**config.mk**
```make
export PLATFORM = sky130hd
export DESIGN_NAME = seg7_scan_ctrl
export DESIGN_NICKNAME = d
export VERILOG_FILES = /design/src/rtl/seg7_scan_ctrl.sv
export SDC_FILE = /design/constraint.sdc
export NUM_CORES = 1
export LEC_CHECK = 0
export CORE_MARGIN = 2
export CORE_UTILIZATION = 51
export CTS_CLUSTER_DIAMETER = 80
export DETAILED_ROUTE_END_ITERATION = 8
export PLACE_DENSITY = 0.72
export SLEW_MARGIN = 40
export SYNTH_ARGS = -nofsm -noshare
export SYNTH_HDL_FRONTEND = slang
export SYNTH_SLANG_ARGS = --single-unit
```
**constraint.sdc**
```tcl
create_clock -name clk -period 3.1 [get_ports clk]
set_input_delay 0.93 -clock clk [delete_from_list [all_inputs] [get_ports clk]]
set_output_delay 0.93 -clock clk [all_outputs]
set_load 0.005 [all_outputs]
```
**src/rtl/seg7_scan_ctrl.sv**
```systemverilog
// Four-digit common-anode seven-segment scan controller with dead time,
// leading-zero blanking and frame-aligned value updates.

module seven_seg (
  input  logic [3:0] nibble,
  output logic [6:0] seg_n
);
  always_comb begin
    seg_n = 7'h7F;
    case (nibble)
      4'h0: seg_n = 7'b1000000;
      4'h1: seg_n = 7'b1111001;
      4'h2: seg_n = 7'b0100100;
      4'h3: seg_n = 7'b0110000;
      4'h4: seg_n = 7'b0011001;
      4'h5: seg_n = 7'b0010010;
      4'h6: seg_n = 7'b0000010;
      4'h7: seg_n = 7'b1111000;
      4'h8: seg_n = 7'b0000000;
      4'h9: seg_n = 7'b0010000;
      4'hA: seg_n = 7'b0001000;
      4'hB: seg_n = 7'b0000011;
      4'hC: seg_n = 7'b1000110;
      4'hD: seg_n = 7'b0100001;
      4'hE: seg_n = 7'b0000110;
      default: seg_n = 7'b0001110;
    endcase
  end
endmodule

module seg7_scan_ctrl #(
  parameter int REFRESH_DIV  = 50000,
  parameter int BLANK_CYCLES = 16
) (
  input  logic        clk,
  input  logic        reset,
  input  logic        enable,
  input  logic        load,
  input  logic [15:0] value_in,
  input  logic [3:0]  dp_in,
  input  logic        lz_blank_en,
  output logic [3:0]  an_n,
  output logic [6:0]  seg_n,
  output logic        dp_n,
  output logic [1:0]  digit_idx,
  output logic        frame_done
);
  localparam int CNT_MAX = (REFRESH_DIV > BLANK_CYCLES) ? REFRESH_DIV : BLANK_CYCLES;
  localparam int CW      = $clog2(CNT_MAX + 1);
  localparam logic [CW-1:0] BLANK_LAST = CW'(BLANK_CYCLES - 1);
  localparam logic [CW-1:0] SHOW_LAST  = CW'(REFRESH_DIV - 1);

  localparam logic [1:0] ST_IDLE  = 2'd0;
  localparam logic [1:0] ST_BLANK = 2'd1;
  localparam logic [1:0] ST_SHOW  = 2'd2;

  logic [1:0]    state_reg, state_next;
  logic [CW-1:0] cnt_reg, cnt_next;
  logic [1:0]    digit_reg, digit_next;

  logic [15:0] active_value_reg, shadow_value_reg;
  logic [3:0]  active_dp_reg, shadow_dp_reg;
  logic        pending_reg;

  logic [3:0] an_reg, an_next;
  logic [6:0] seg_reg, seg_next;
  logic       dp_reg, dp_next;
  logic       frame_done_reg, frame_done_next;

  logic [3:0] zero_above;
  logic [3:0] nibble_sel;
  logic [6:0] dec_seg_n;
  logic       dp_sel;
  logic       show_lit;
  logic       boundary;

  // zero_above[k]: nibbles k..3 are all zero, so digit k is a leading zero
  assign zero_above[0] = 1'b0;
  for (genvar gi = 1; gi < 4; gi++) begin : g_lz
    assign zero_above[gi] = (active_value_reg[15:4*gi] == '0);
  end

  always_comb begin
    state_next = state_reg;
    cnt_next   = cnt_reg;
    digit_next = digit_reg;
    if (!enable) begin
      state_next = ST_IDLE;
      cnt_next   = '0;
      digit_next = 2'd0;
    end else begin
      case (state_reg)
        ST_IDLE: begin
          state_next = ST_BLANK;
          cnt_next   = '0;
          digit_next = 2'd0;
        end
        ST_BLANK: begin
          if (cnt_reg == BLANK_LAST) begin
            state_next = ST_SHOW;
            cnt_next   = '0;
          end else begin
            cnt_next = cnt_reg + CW'(1);
          end
        end
        ST_SHOW: begin
          if (cnt_reg == SHOW_LAST) begin
            state_next = ST_BLANK;
            cnt_next   = '0;
            digit_next = digit_reg + 2'd1;
          end else begin
            cnt_next = cnt_reg + CW'(1);
          end
        end
        default: begin
          state_next = ST_IDLE;
          cnt_next   = '0;
          digit_next = 2'd0;
        end
      endcase
    end
  end

  // Outputs are registered from the next state. The active value only changes
  // on edges that lead into a dark cycle, so reading it here is glitch-free.
  always_comb begin
    nibble_sel = active_value_reg[3:0];
    case (digit_next)
      2'd1:    nibble_sel = active_value_reg[7:4];
      2'd2:    nibble_sel = active_value_reg[11:8];
      2'd3:    nibble_sel = active_value_reg[15:12];
      default: nibble_sel = active_value_reg[3:0];
    endcase
  end

  seven_seg u_seven_seg (
    .nibble (nibble_sel),
    .seg_n  (dec_seg_n)
  );

  always_comb begin
    dp_sel          = active_dp_reg[digit_next];
    show_lit        = (state_next == ST_SHOW) && !(lz_blank_en && zero_above[digit_next]);
    an_next         = show_lit ? ~(4'b0001 << digit_next) : 4'hF;
    seg_next        = show_lit ? dec_seg_n : 7'h7F;
    dp_next         = show_lit ? ~dp_sel : 1'b1;
    frame_done_next = (state_next == ST_SHOW) && (digit_next == 2'd3) && (cnt_next == SHOW_LAST);
  end

  assign boundary = frame_done_reg && enable;

  always_ff @(posedge clk) begin
    if (reset) begin
      state_reg        <= ST_IDLE;
      cnt_reg          <= '0;
      digit_reg        <= 2'd0;
      an_reg           <= 4'hF;
      seg_reg          <= 7'h7F;
      dp_reg           <= 1'b1;
      frame_done_reg   <= 1'b0;
      active_value_reg <= '0;
      active_dp_reg    <= '0;
      shadow_value_reg <= '0;
      shadow_dp_reg    <= '0;
      pending_reg      <= 1'b0;
    end else begin
      state_reg      <= state_next;
      cnt_reg        <= cnt_next;
      digit_reg      <= digit_next;
      an_reg         <= an_next;
      seg_reg        <= seg_next;
      dp_reg         <= dp_next;
      frame_done_reg <= frame_done_next;
      // Direct write when nothing is being scanned or at the frame edge;
      // otherwise park the value until the next boundary.
      if (load && (!enable || state_reg == ST_IDLE || boundary)) begin
        active_value_reg <= value_in;
        active_dp_reg    <= dp_in;
        pending_reg      <= 1'b0;
      end else if (load) begin
        shadow_value_reg <= value_in;
        shadow_dp_reg    <= dp_in;
        pending_reg      <= 1'b1;
      end else if (boundary && pending_reg) begin
        active_value_reg <= shadow_value_reg;
        active_dp_reg    <= shadow_dp_reg;
        pending_reg      <= 1'b0;
      end
    end
  end

  assign an_n       = an_reg;
  assign seg_n      = seg_reg;
  assign dp_n       = dp_reg;
  assign digit_idx  = digit_reg;
  assign frame_done = frame_done_reg;
endmodule
```
==> out/qor.csv, run 1 <==
metric,value,unit
yosysWarningCount,0,
setup_slack,-0.0199,ns
period_needed,3.12,ns
drc,0,
cp_slowest_cell,or4_4,
hold_path_end,cnt_reg[0],
vias_per_cell,5.45,
vdd_ir_drop_max,0.000225,V
wl_met2,4190,um
powerDensity,414,nW/um2
grt_pass1_vias,3152,
drt-initial-drc-count,165,
clockRootBuffer,clkbuf_8,
place_hpwl,6070,um
cts_sinks,74,
setup_viol,1,
hold_violations,0,
worstReg2RegEnd,seg_n[3],
insertion_delay,0.35,ns
syn_to_final_growth,24.9,%
route.top_layer_used,met4,
ys_seq_elements,74,
drv_cap,0,
synthesis.instances,442,
crit_path_cell_trace,or4_4 -> or4_4 -> o211ai_4 -> nand2_4 -> mux2i_1 -> mux2_4 -> inv_2 -> buf_4 -> ha_1 -> a211oi_2 -> o21ai_1,
rsz0062_at_grt,yes,
fmaxAchievable,0.321,GHz
ys_seq_area_share,39.8,%
cts_tree,done,
min_from,cnt_reg[0],
layout_common_cells,"82 x nand2_1, 72 x dfxtp_1, 46 x a21oi_1, 42 x buf_4, 39 x clkdlybuf4s50_1",
synth-main-ff-cell,dfxtp_1,
regToRegSetupSlack,-0.02,ns
io_buffers,39,
drtPass1Iterations,4,
dp.cells,590,
critical_path_class,register to register,
reg2reg_depth,11,
cts_hold_buffers,0,
nets,542,
diodes,0,
routed-wl-met3,344,um
fp.dieH,89.5,um
arrival,3.36,ns
grt_use_total,22.3,%
path_clk_slew,0.08,ns
clk_path_buf_depth,2,
antenna_found_initial,0,
final_common_cell,nand2_1,
synth_area,3720,um2
die_area,8000,um2
grt_overflow,0,
status,"finished, violations left",
cp.required,3.34,ns
p_total,1930,uW
grt_max_degree,45,
initial_utilization,51.9,%
post_synth_num_cell_types,59,
slew_headroom,59.8,%
fin_cells,610,
dp_slack,-0.215,ns
finalMaxSlewViolations,0,
num_rows,31,
synth_edf_count,0,
failed_checks,setup timing,
cts_buffers,9,
max_stage_delay,0.57,ns
path_common_cell,or4_4,
boundaryPins,40,
fp.dieW,89.5,um
synthArstFlopShare,0,%
core,7180,um2
htreeDepth,3,
drt-total-wl,8520,um
gp_congestion,0.865,
grt_pass1_wl,14000,um
drive_above_1_share,19.2,%
vias,3327,
ant_nets,0,
fin_crit_sh,101,%
design_area,4650,um2
end_kind,register,
syn_avg_cell_area,8.43,um2
r2r_start,cnt_reg[7],
fillers,598,
wl_per_cell,14.0,um
finClkSkew,0.0103,ns
leakagePower,0.00165,uW
wl_met1,3860,um
max_slew.worst_pin.slew,0.598,ns
syn_nets,478,
whs_path_depth,1,
min_path_type,register to register,
cp-start-kind,register,
fin_setup_tns,-0.0199,ns
critPathMaxFanout,6,
dpl_cell_area,4350,um2
## cell families after synthesis
group | after synthesis | share of synthesized area (%)
muxes | 15 | 4.57
buffers and inverters | 38 | 6.25
and+or+nand+nor | 182 | 23.1
DFF | 74 | 39.8
xor gates and xnor gates | 17 | 4.00
AOI/OAI and AO/OA | 105 | 18.6
adders and majority gates | 11 | 3.69
## layer usage
layer,GRT usage [%],vias up
met4,9.09,0
li1,-,1679
met3,4.52,12
met2,37.8,74
met1,27.7,1562
met5,0,-
## synth_stat cells (8+ instances only)
master / count / area share (%)
mux2i_1: 11 / 3.0
a22oi_1: 20 / 4.0
clkbuf_1: 17 / 1.7
ha_1: 11 / 3.7
a21oi_1: 50 / 6.7
xnor2_1: 9 / 2.1
inv_1: 10 / 1.0
nor2_1: 35 / 3.5
dfxtp_1: 74 / 40
xor2_1: 8 / 1.9
nand3_1: 17 / 2.3
nand4_1: 8 / 1.3
nand2_1: 82 / 8.3
## what timing repair did
| item | 4_1_cts | 5_1_grt |
|---|---|---|
| resized for setup | 5 | 16 |
| pin swaps | 4 | 5 |
| setup endpoints to repair | 3 | 7 |
| gates cloned | 0 | 0 |
| setup buffers | 2 | 2 |
## layout make-up
type | count | area (um2) | share of cell area, %
multi-input cells | 330 | 2100 | 45.1
flip-flops and latches | 74 | 1480 | 31.9
repair buffers | 81 | 706 | 15.2
clock buffers | 9 | 124 | 2.66
well taps | 99 | 124 | 2.66
clock inverters | 7 | 78.8 | 1.69
inverters | 10 | 37.5 | 0.807
## power breakdown
part           internal (uW)  switching (uW)
Combinational           88.7            95.1
Clock                    377             378
Sequential               971            16.2
## metrics by stage
stage	hold slack [ns]	util, %
finish	0.456	64.8
global route	0.477	64.8
CTS	0.460	63.8
detailed placement	0.447	60.6
global placement	0.442	60.6
floorplan	0.436	-
## how the worst max path moves through the flow
stage,start,endpoint,slack (ns),cells past startpoint
after global placement,enable,seg_n[3],-0.14,11
after CTS,cnt_reg[10],seg_n[5],0.007,9
after floorplan,cnt_reg[4],seg_n[3],-0.09,13
after detailed placement,enable,seg_n[3],-0.21,11
after global routing,cnt_reg[7],seg_n[6],-0.1,11
final,cnt_reg[7],seg_n[3],-0.02,11
## worst max-delay path, delay by kind of cell, from the launching register on
| kind | cells | cell delay (ns) |
|---|---|---|
| adders and majority gates | 1 | 0.23 |
| muxes | 2 | 0.45 |
| buffers and inverters | 2 | 0.21 |
| AOI/OAI and AO/OA | 3 | 0.55 |
| DFF | 1 | 0.32 |
| and+or+nand+nor | 3 | 1.24 |
Note: power is estimated with default switching activity, not from simulation.
==> run 2: changes to the inputs <==
Settings changed: SETUP_SLACK_MARGIN set to 0.3.
==> run 2 against run 1 <==
  * The flow now finishes without violations
  * Register-to-register slack gained 0.06 ns
  * Combinational power up 5%
  * Final area rose by 1.8%
  * Die area did not move
  * Clock power down 4.9%
  * Global-route usage up 0.63 points
  * Worst setup slack better by 0.055 ns
  * Fmax grew 1.8%
  * Critical path depth is 1 lower
  * Power decreased by 1.4%
  * Sequential share of layout area shrank 0.60 points
  * Critical endpoint unchanged
==> out/qor.csv, run 2 (synthesis results as in run 1) <==
metric,value,unit
fp.dieW,89.5,um
drive_above_1_share,20.9,%
vdd_ir_drop_max,0.000498,V
rsz0062_at_grt,yes,
finClkSkew,0.00991,ns
grt_overflow,0,
grt_pass1_vias,3070,
fillers,612,
wl_per_cell,14.1,um
path_clk_slew,0.09,ns
grt_pass1_wl,14300,um
insertion_delay,0.36,ns
end_kind,register,
vias_per_cell,5.51,
multi_input_area,2140,um2
gp_congestion,0.905,
critical_path_class,register to register,
boundaryPins,40,
hold_violations,0,
dp.cells,595,
syn_to_final_growth,27.1,%
grt_use_total,23.0,%
min_path_type,register to register,
fmaxAchievable,0.326,GHz
initial_utilization,51.9,%
nets,547,
setup_viol,0,
drt-initial-drc-count,187,
period_needed,3.06,ns
diodes,0,
powerDensity,401,nW/um2
leakagePower,0.00169,uW
arrival,3.31,ns
slew_headroom,61.0,%
cp-start-kind,register,
holdWs,0.459,ns
antenna_found_initial,0,
htreeDepth,3,
layout_common_cells,"82 x nand2_1, 73 x dfxtp_1, 48 x a21oi_1, 42 x buf_4, 39 x clkdlybuf4s50_1",
io_buffers,39,
fp.dieH,89.5,um
drt-total-wl,8700,um
critPathMaxFanout,4,
clk_path_buf_depth,2,
final_common_cell,nand2_1,
cts_sinks,74,
place_hpwl,6200,um
status,"complete, no violations",
cts_buffers,9,
vias,3391,
finalMaxSlewViolations,0,
fin_cells,615,
grt_max_degree,45,
max_slew.worst_pin.slew,0.580,ns
cp.required,3.34,ns
ant_nets,0,
drv_cap,0,
num_rows,31,
core,7180,um2
fin_crit_sh,98.9,%
drtPass1Iterations,5,
regArea,1480,um2
cts_tree,done,
die_area,8000,um2
clockRootBuffer,clkbuf_8,
drc,0,
-- run 2: cell types whose count changed in the layout (fill, tap and decap cells not counted), moves of 2 or more --
cell / before / now
mux2i_2: 4 / 2
ha_4: 2 / 4
ha_1: 8 / 5
a21oi_2: 4 / 2
buf_6: 0 / 5
a21oi_1: 46 / 48
-- run 2: per-stage QoR --
| step | TNS, ns | worst slack (ns) | utilization, % | area, um2 | total power (uW) |
|---|---|---|---|---|---|
| 4_1_cts | 0 | 0.0638 | 64.7 | 4640 | 1910 |
| 5_1_grt | -0.126 | -0.0597 | 66.0 | 4740 | 1980 |
| 3_5_place_dp | -1.06 | -0.220 | 61.5 | 4410 | 1190 |
| 2_1_floorplan | -0.0656 | -0.0656 | - | 3770 | 1110 |
| 6_report | 0 | 0.0351 | 66.0 | 4740 | 1900 |
| 3_3_place_gp | -0.564 | -0.137 | 61.5 | 4410 | 1180 |
-- run 2: area by class of cell --
class | instances | area share (%)
clock buffers | 10 | 2.91
clock inverters | 6 | 1.03
inverters | 10 | 0.793
multi-input cells | 330 | 45.3
flip-flops and latches | 74 | 31.3
well taps | 99 | 2.62
repair buffers | 86 | 16.1
-- run 2: routing by layer --
metal	GRT usage, %	vias up	part of all wire [%]
met3	5.54	12	4.4
li1	-	1693	-
met2	38.1	79	48
met1	30.2	1607	46
met4	5.56	0	1.3
met5	0	-	0
-- run 2: worst paths after layout --
kind                                          to  slack [ns]  cells past startpoint        startpoint
worst max register to register          seg_n[3]        0.04                     10        cnt_reg[7]
worst min-delay path            shadow_dp_reg[1]        0.46                      2  shadow_dp_reg[1]
worst max-delay path                    seg_n[3]        0.04                     10        cnt_reg[7]
worst min register to register  shadow_dp_reg[1]        0.46                      2  shadow_dp_reg[1]
-- run 2: timing repair --
| action | 4_1_cts | 5_1_grt |
|---|---|---|
| pin swaps | 0 | 3 |
| setup endpoints to repair | 12 | 13 |
| gates resized for setup | 2 | 21 |
| setup buffers | 4 | 0 |
| hold buffers | 0 | 0 |
-- run 2: power breakdown --
| part | leakage [uW] | internal, uW | switching (uW) |
|---|---|---|---|
| combinational | 0.00100 | 95.9 | 97.2 |
| sequential | 0.000601 | 971 | 16.8 |
| clock | 0.0000855 | 319 | 399 |
| total | 0.00169 | 1390 | 513 |
-- run 2: worst max-delay path, cell delays in order (launching register included) --
cell and delay [ns]:
dfxtp_2 0.33, or4_4 0.55, or4_4 0.57, or3_4 0.37
o211ai_4 0.14, mux2i_4 0.33, inv_2 0.11, ha_4 0.28
a21oi_1 0.05, a211oi_2 0.14, o21ai_1 0.09
==> edit 1, RTL diff (settings of run 2) <==
Change the parameter `BLANK_CYCLES` from 16 to 32.
--- a/src/rtl/seg7_scan_ctrl.sv
+++ b/src/rtl/seg7_scan_ctrl.sv
@@ -32,3 +32,3 @@
   parameter int REFRESH_DIV  = 50000,
-  parameter int BLANK_CYCLES = 16
+  parameter int BLANK_CYCLES = 32
 ) (
Function: same outputs for any inputs over 10 cycles, from zero or initial values and one cycle with reset high; that may be too few to reach the edited logic, so the function may still have changed.
==> edit 1 against run 2 <==
Routed wire length up 9.2%. Count of clock-buffer cells in the layout unchanged. Sequential power up 0.8%. Synthesized area up 0.54%. Die area grew 0.51%. Maximum frequency is 12% higher. First-iteration DRC count shrank 0.53%. Final area increased by 2.5%. Total power rose by 0.10%. Worst setup slack gained 0.34 ns. Final cell count is 4.2% higher. Sequential cell count is the same. Critical path type unchanged. Largest cell class unchanged. Highest routed layer unchanged.
==> edit 1: results (changes against run 2) <==
synthAdderAreaFrac_pct: 3.94  # +0.25 points
dp_slack_ns: -0.344  # -0.124 ns
grt_pass1_wl_mm: 15.3  # +6.8%
synth.area.mux_share_pct: 2.21  # -2.4 points
drt_wl_total_mm: 9.50  # +9.2%
m1WireLength_mm: 4.41  # +10%
placedInstanceArea_um2: 4510  # +2.2%
setup_ws_ns: 0.374  # +0.338 ns
grt.met3_usage_pct: 7.31  # +1.8 points
power.total_w: 0.00190  # +0.10%
syn_nets: 505  # +5.6%
r2r-start: "cnt_reg[9]"
crit_slowest_cell: "or4_1"
syn_avg_cell_area_um2: 7.98  # -5.3%
cp_max_fo: 11  # +7
max_stage_delay_ns: 0.53  # -0.04 ns
grt_max_degree: 46  # +2.2%
grt_usage_pct: 24.4  # +1.5 points
drive_gt1_share_pct: 19.4  # -1.6 points
worstHoldEndpoint: "shadow_value_reg[3]"
met2_usage_pct: 38.0  # -0.15 points
p_seq_share_pct: 52.4  # +0.4 points
synthXorXnorAreaFrac_pct: 3.51  # -0.49 points
grt_pass1_vias: 3274  # +6.6%
outcome: "finished, final reports clean"
synth.distinct_cells: 63  # +6.8%
p_clk_w: 0.000714  # -0.6%
hold_slack_ns: 0.457  # -0.00130 ns
finClkSkew_ns: 0.0143  # +0.00444 ns
met2WireLength_mm: 4.54  # +8.1%
grt.met1_usage_pct: 32.7  # +2.5 points
wl_met3_um: 399  # +3.6%
placed_cells: 623  # +4.7%
synth_area_leaders: "dfxtp_1 40%, nand2_1 9.8%, a21oi_1 5.1%"
nFillCells: 603  # -1.5%
cell_internal_pwr_w: 0.00138  # -0.11%
==> edit 1: changes by cell type after synthesis, sizes merged, moves of 4 or more <==
cell / before / now
a21oi: 50 / 40
a22oi: 20 / 6
a311oi: 0 / 14
mux2i: 12 / 6
nand2: 84 / 98
nand2b: 1 / 6
nor2: 35 / 41
nor3: 7 / 12
nor3b: 5 / 1
o211ai: 6 / 2
o21ai: 8 / 12
==> edit 1: timing repair <==
action	4_1_cts	5_1_grt
buffers inserted	0	2
pin swaps	1	7
hold buffers	0	0
endpoints found under the setup margin	7	10
gates resized for setup	9	34
==> edit 1: layout make-up <==
type                            instances  share of cell area [%]
Clock buffer                           10                    2.84
Inverter                               13                    1.01
Timing Repair Buffer                   85                    15.6
Tap cell                               99                    2.55
Clock inverter                          6                    1.01
Sequential cell                        74                    30.8
Multi-Input combinational cell        354                    46.2
==> edit 2, RTL diff (config.mk and constraints of run 2) <==
Without the edit above. Remove the register `an_reg`: a continuous assignment takes its place, so the output `an_n` follows one clock earlier.
--- a/src/rtl/seg7_scan_ctrl.sv
+++ b/src/rtl/seg7_scan_ctrl.sv
@@ -156,3 +156,2 @@
       digit_reg        <= 2'd0;
-      an_reg           <= 4'hF;
       seg_reg          <= 7'h7F;
@@ -169,3 +168,2 @@
       digit_reg      <= digit_next;
-      an_reg         <= an_next;
       seg_reg        <= seg_next;
@@ -191,2 +189,4 @@
 
+  assign an_reg = an_next;
+
   assign an_n       = an_reg;
Function: no difference found for any inputs over 10 cycles, from zero or initial values and one cycle with reset high; that may be too few to reach the edited logic, so the function may still have changed.
==> edit 2 against run 2 <==
The run now ends with setup timing left. Final area grew 7.7%. Critical path depth shrank 1. Synthesized area decreased by 1.4%. Count of clock-buffer cells in the layout stayed put. Sequential cell count down 4. Non-clock buffer count grew 24. First-iteration DRC count rose by 15%. Worst setup slack lost 0.49 ns. Sequential power is 4.6% lower. Total power shrank 2.8%. Routed wire length increased by 7.4%. Register-to-register slack got worse by 0.19 ns.
==> edit 2: results (changes against run 2) <==
dp_slack_ns: -1.01  # -0.791 ns
finalNetCount: 588  # +7.5%
cts_resized: 43  # +41
peakVddDrop_uv: 306  # -39%
worstMarginPinSlew_ns: 0.584  # +0.00391 ns
nFillCells: 500  # -18%
arrival_ns: 2.63  # -0.68 ns
hp-start: "shadow_value_reg[14]"
switching_share_pct: 26.9  # -0.065 points
synth.distinct_cells: 60  # +1.7%
placed_cells: 622  # +4.5%
setup_ws_ns: -0.458  # -0.493 ns
leakage_nw: 1.83  # +8.3%
drt_wl_total_mm: 9.35  # +7.4%
violations: "setup timing"
path_clk_slew_ns: 0.07  # -0.02 ns
power.density_nw_per_um2: 362  # -9.8%
grt_max_degree: 37  # -18%
setup_viol: 10  # +10
grt_usage_pct: 24.3  # +1.3 points
synth.area.mux_share_pct: 3.99  # -0.58 points
drt_first_iter_violations: 215  # +15%
finClkSkew_ns: 0.00766  # -0.00224 ns
placedInstanceArea_um2: 4520  # +2.3%
synthAdderAreaFrac_pct: 3.75  # +0.053 points
syn_nets: 496  # +3.8%
synth_area_leaders: "dfxtp_1 38%, nand2_1 9.8%, a21oi_1 5.0%"
dp_hpwl_mm: 6.29  # +1.5%
outcome: "finished with violations"
-- edit 2: changes by cell type in the layout (fill, tap and decap cells not counted), moves of 5 or more --
cell,delta
nand2_1,+14
a21oi_1,-16
clkdlybuf4s50_1,-5
nand2b_1,+6
dfxtp_1,-5
and3_1,+5
a311oi_1,+17
a22oi_1,-16
buf_4,+16
buf_6,+7
nor2_1,+11
-- edit 2: final cells by class --
| type | instances | area share [%] |
|---|---|---|
| Tap cell | 96 | 2.36 |
| Clock buffer | 10 | 2.70 |
| Multi-Input combinational cell | 347 | 46.8 |
| Sequential cell | 70 | 27.5 |
| Timing Repair Buffer | 110 | 18.9 |
| Inverter | 14 | 1.03 |
| Clock inverter | 6 | 0.736 |
-- edit 2: critical path: stages (launching register included) --
cell and delay [ns]:
dfxtp_2 0.32, or4_4 0.55, buf_6 0.14, nor3_4 0.24
nand2_1 0.12, a21oi_2 0.22, o2111ai_4 0.17, a31oi_4 0.22
nand4_1 0.15, buf_2 0.15
-- edit 2: cells by family after synthesis --
| family | count (synthesis) |
|---|---|
| adders and majority gates | 11 |
| AOI/OAI and AO/OA | 87 |
| muxes | 14 |
| DFF | 70 |
| and+or+nand+nor | 221 |
| buffers and inverters | 43 |
| xor gates and xnor gates | 14 |
-- edit 2: routing by layer --
layer  up-vias  GRT usage [%]  part of all wire [%]
li1       1784              -                     -
met2       102           40.4                    49
met1      1680           31.8                    45
met5         -              0                     0
met3         9           3.17                   4.5
met4         0           9.92                   1.1
-- edit 2: path summary, 6_finish.rpt --
check / to / slack, ns
worst max-delay path: an_n[1] / -0.46
worst min register to register: shadow_value_reg[14] / 0.46
worst max register to register: seg_n[0] / -0.15
worst min-delay path: shadow_value_reg[14] / 0.46
